[src/rtl/divisor_frequencia_param.sv]
// Runtime-programmable clock divider: square clk_out and one-cycle tick at clk/N, glitch-free divisor reload.
// Build with DIVISOR_SYNC_CLR_EN defined to add the sync_clr phase-alignment input.
module divisor_frequencia_param #(
  parameter int WIDTH       = 26,
  parameter int DIV_DEFAULT = 50000000
) (
  input  logic             clk,
  input  logic             rst,
  input  logic             en,
`ifdef DIVISOR_SYNC_CLR_EN
  input  logic             sync_clr,
`endif
  input  logic             div_load,
  input  logic [WIDTH-1:0] div_val,
  output logic             clk_out,
  output logic             tick,
  output logic             div_pend,
  output logic             div_err
);

  localparam logic [WIDTH-1:0] DIV_RST = WIDTH'(DIV_DEFAULT);

  logic [WIDTH-1:0] cnt;
  logic [WIDTH-1:0] act;
  logic [WIDTH-1:0] pend_val;

  logic             clr;
  logic             load_ok;
  logic             load_bad;
  logic             wrap;
  logic [WIDTH-1:0] next_div;
  logic [WIDTH-1:0] cnt_nxt;
  logic [WIDTH-1:0] act_nxt;
  logic             clk_nxt;

`ifdef DIVISOR_SYNC_CLR_EN
  assign clr = sync_clr;
`else
  assign clr = 1'b0;
`endif

  always_comb begin
    load_ok  = div_load && (div_val >= WIDTH'(2));
    load_bad = div_load && (div_val <  WIDTH'(2));
    wrap     = (cnt == (act - WIDTH'(1)));

    // Divisor taken at a period boundary: a same-cycle valid load beats the stored one.
    if (load_ok) begin
      next_div = div_val;
    end else if (div_pend) begin
      next_div = pend_val;
    end else begin
      next_div = act;
    end

    cnt_nxt = wrap ? '0 : (cnt + WIDTH'(1));
    act_nxt = wrap ? next_div : act;
    clk_nxt = (cnt_nxt >= (act_nxt >> 1));
  end

  always_ff @(posedge clk) begin
    if (rst) begin
      cnt      <= '0;
      act      <= DIV_RST;
      pend_val <= '0;
      div_pend <= 1'b0;
      clk_out  <= 1'b0;
      tick     <= 1'b0;
      div_err  <= 1'b0;
    end else begin
      div_err <= load_bad;
      if (clr) begin
        cnt      <= '0;
        clk_out  <= 1'b0;
        tick     <= 1'b0;
        act      <= next_div;
        div_pend <= 1'b0;
      end else if (en) begin
        cnt     <= cnt_nxt;
        clk_out <= clk_nxt;
        tick    <= wrap;
        act     <= act_nxt;
        if (wrap) begin
          div_pend <= 1'b0;
        end else if (load_ok) begin
          pend_val <= div_val;
          div_pend <= 1'b1;
        end
      end else begin
        // Frozen: counter and output hold, loads still queue up.
        tick <= 1'b0;
        if (load_ok) begin
          pend_val <= div_val;
          div_pend <= 1'b1;
        end
      end
    end
  end

endmodule

[config.mk]
export PLATFORM = sky130hd
export DESIGN_NAME = divisor_frequencia_param
export DESIGN_NICKNAME = d
export VERILOG_FILES = /design/src/rtl/divisor_frequencia_param.sv
export SDC_FILE = /design/constraint.sdc
export NUM_CORES = 1
export LEC_CHECK = 0
export BUFFER_PORTS_ARGS = -buffer_cell sky130_fd_sc_hd__buf_4
export CORE_UTILIZATION = 55
export CTS_BUF_LIST = sky130_fd_sc_hd__clkbuf_16
export DETAILED_ROUTE_END_ITERATION = 16
export PLACE_DENSITY = 0.7
export REMOVE_ABC_BUFFERS = 1
export SLEW_MARGIN = 20
export SYNTH_ARGS = -nofsm -noshare
export SYNTH_HDL_FRONTEND = slang
export SYNTH_SLANG_ARGS = --single-unit
export TNS_END_PERCENT = 100
[constraint.sdc]
create_clock -name clk -period 5.4 [get_ports clk]
set_input_delay 0.81 -clock clk [delete_from_list [all_inputs] [get_ports clk]]
set_output_delay 0.81 -clock clk [all_outputs]
set_load 0.005 [all_outputs]
==> summary.md <==
| Metric | Value |
|---|---|
| Outcome | completed |
| CORE AREA | 11,030 um^2 |
| CP max FO | 12 |
| Post-synthesis sequential area ratio | 25.95% |
| Clk_lat worst skew | 0.35 ns |
| Cts hold-fix bufs | 0 |
| Avg Inst Size Synth | 7.927 um^2 |
| Vias | 5,959 |
| Max-cap check violation count | 0 |
| P per Cell Area | 199.3 nW/um^2 |
| Post-route minimum period | 4.979 ns |
| First-pass GRT wire length | 28.81 mm |
| Synth-to-Final Area Change | 7.199% |
| Leading area contributor after synthesis | dfxtp_1 |
| Number of flops mapped to enable cells by yosys | 0 |
| Total wire length | 18.27 mm |
| Setup Fix Bufs, Post-CTS | 0 |
| Pleak | 2.604 nW |
| Inserted Diodes | 0 |
| Die Height | 109.2 um |
| Worst clock skew | 0.01000 ns |
| Slew Limit Fails | 0 |
| Post-Syn Instances | 798 |
| Worst slew pin tran | 0.9799 ns |
| Int Pwr | 0.9898 mW |
| Util after Layout | 61.48% |
| FFs w/ async S/R, synth | 0% |
| GPL Wtd Cong | 0.9313 |
| #FFs+latches synth | 82 |
| Sequential Power Share | 46.8% |
| Buffers on Ports | 33 |
| Psw | 0.3617 mW |
| Via/cell ratio | 6.428 |
| CP endpoint kind | flop |
| Final Hold Vio Count | 0 |
| Grt ovf | 0 |
| Number of synthesis warnings | 0 |
| Post-route antenna net violation count | 0 |
| Area contributors post-synth | dfxtp_1 (26%), nand2b_1 (6.5%), ha_1 (5.3%) |
| First-pass DRT Iterations | 5 |
| Site Rows | 38 |
| Hold Startpoint | pend_val[9] |
| Nets@finish | 839 |
| RSZ-0062 raised after global routing | no |
| Combinational Power Share | 10.0% |
| Number of setup violations in the final report | 0 |
| Layout cell share with drive strength beyond 1 | 9.911% |
| Reg clk slew, reported paths | 0.06 ns |
| Initial antenna violation count | 0 |
| Clock Tree Buf Depth | 2 |
| CTS H-tree depth | 3 |
| Worst Setup SP | act[1] |
| Distinct cell type count after synthesis | 67 |
| Post-synth top area share | 25.95% |
| Critical Path Start Type | flop |
| Relative slew slack | 34.52% |
| Setup TNS | 0 ns |
| All-Layer GR Usage | 31.69% |
| Placed cell area | 6510 um^2 |
| I/O pin count | 34 |
| CTS Buf Count | 9 |
| Root Driver | clkbuf_16 |
| HP Class | reg -> reg |
| Required @ worst endpoint | 5.66 ns |
| Sw Ratio | 26.77% |
| WS Path Type | reg -> reg |
| Max Clock Freq | 0.2009 GHz |
| Fill count | 1,026 |
| DR iter-0 viols | 489 |
| Final HPWL DP | 13.57 mm |
| Clk sinks | 82 |
| Reg-to-reg startpoint | act[1] |
| Worst endpoint data arrival time | 5.23 ns |
| Cell area after layout | 6782 um^2 |
| Vias in the first global route | 5,603 |
| Peak supply drop | 228.4 uV |
| Ys flop type | dfxtp_1 |
| CTS tree | built |
| Layout Cells excl Fill | 927 |
| Starting density of the core | 57.35% |
| Most frequent cells in the layout | dfxtp_1 (82), nor2_1 (69), nand2b_1 (66), buf_4 (43), o21ai_0 (41) |
| Placed cell count | 911 |
| Clock power share | 43.2% |
| DR DRC count | 0 |
| Netlist Area Pre-Place | 6326 um^2 |
| DIE AREA | 11,930 um^2 |
| Pwr Total | 1.352 mW |
| Die width | 109.2 um |
| Commonest non-fill, non-tap cell in the layout | dfxtp_1 |
| Final period utilization | 92.19% |
| Drt wl/cell | 19.70 um |
| Pin count of the biggest net entering global routing | 107 |
| Post-cts gate resize count | 0 |
layer usage:
| layer | GRT usage, % | vias to the layer above | share of wire, % |
|---|---|---|---|
| li1 | - | 2835 | - |
| met5 | 0 | - | 0 |
| met4 | 12.67 | 0 | 2.5 |
| met3 | 4.842 | 38 | 5.6 |
| met2 | 50.76 | 201 | 46 |
| met1 | 42.45 | 2885 | 46 |
Yosys cell counts (7+ instances only):
| master | number |
|---|---|
| inv_1 | 15 |
| nor2_1 | 69 |
| dfxtp_1 | 82 |
| and3_1 | 9 |
| xnor2_1 | 31 |
| o21a_1 | 13 |
| nor4_1 | 19 |
| a22oi_1 | 21 |
| and2_1 | 10 |
| nand2b_1 | 66 |
| nand2_1 | 40 |
| buf_2 | 15 |
| ha_1 | 27 |
| nand4_1 | 21 |
| buf_1 | 7 |
| a21oi_1 | 35 |
| nand3_1 | 15 |
| xor2_1 | 35 |
| o22ai_1 | 13 |
| nor3_1 | 14 |
| clkbuf_1 | 42 |
| a211oi_1 | 9 |
| mux2i_1 | 26 |
| nand3b_1 | 18 |
| o21bai_1 | 9 |
| o21ai_0 | 41 |
state kept, by name (all words and copies together) (netlist names):
signal    flops
tick          1
clk_out       1
div_pend      1
cnt          26
act          26
pend_val     26
div_err       1
worst max-delay path, stage by stage, from the launching register on:
cell	delay (ns)
dfxtp_1	0.34
inv_1	0.11
ha_1	0.29
or4b_2	0.69
nor2_1	0.14
a21oi_1	0.05
a211o_1	0.28
or4_4	0.58
nor3_4	0.22
and2_1	0.49
o21ai_0	0.24
ha_1	0.34
nand3_1	0.12
nor3_1	0.19
nand4_1	0.12
a221o_1	0.35
nand4_1	0.06
o21ai_0	0.07
a211oi_1	0.19
final cells by class:
cell class	instances	area, um^2	area share [%]
Multi-Input combinational cell	631	4314	63.62
Sequential cell	82	1642	24.21
Inverter	15	56.30	0.8303
Clock inverter	7	46.29	0.6827
Timing Repair Buffer	43	322.8	4.760
Tap cell	140	175.2	2.583
Clock buffer	9	225.2	3.321
worst paths after layout:
check / slack (ns) / cells after the start / to
max reg2reg: 0.42 / 18 / clk_out
min reg2reg: 0.47 / 2 / pend_val[9]
min: 0.47 / 2 / pend_val[9]
max: 0.42 / 18 / clk_out
metrics by stage:
| step | hold WS [ns] | setup slack [ns] |
|---|---|---|
| final | 0.4734 | 0.4215 |
| after global routing | 0.4960 | 0.1267 |
| after CTS | 0.4776 | 0.4952 |
| after detailed placement | 0.4666 | 0.5159 |
| after global placement | 0.4528 | 0.5986 |
| after floorplan | 0.4428 | -0.4958 |
power groups by stage:
stage / Sequential (mW) / Combinational, mW / Clock (mW)
after CTS: 0.633 / 0.134 / 0.586
after floorplan: 0.642 / 0.0731 / 0
final: 0.633 / 0.135 / 0.583
after global placement: 0.646 / 0.131 / 0
after global routing: 0.635 / 0.147 / 0.611
after detailed placement: 0.647 / 0.134 / 0
logic make-up after synthesis:
logic type	after synthesis	share of synthesized area (%)
AOI/OAI and AO/OA	184	19.26
xor gates and xnor gates	66	9.138
adders and majority gates	27	5.340
buffers and inverters	85	5.953
DFF	82	25.95
muxes	26	4.114
and+or+nand+nor	328	30.24
Power figures use the tool's default switching activity.
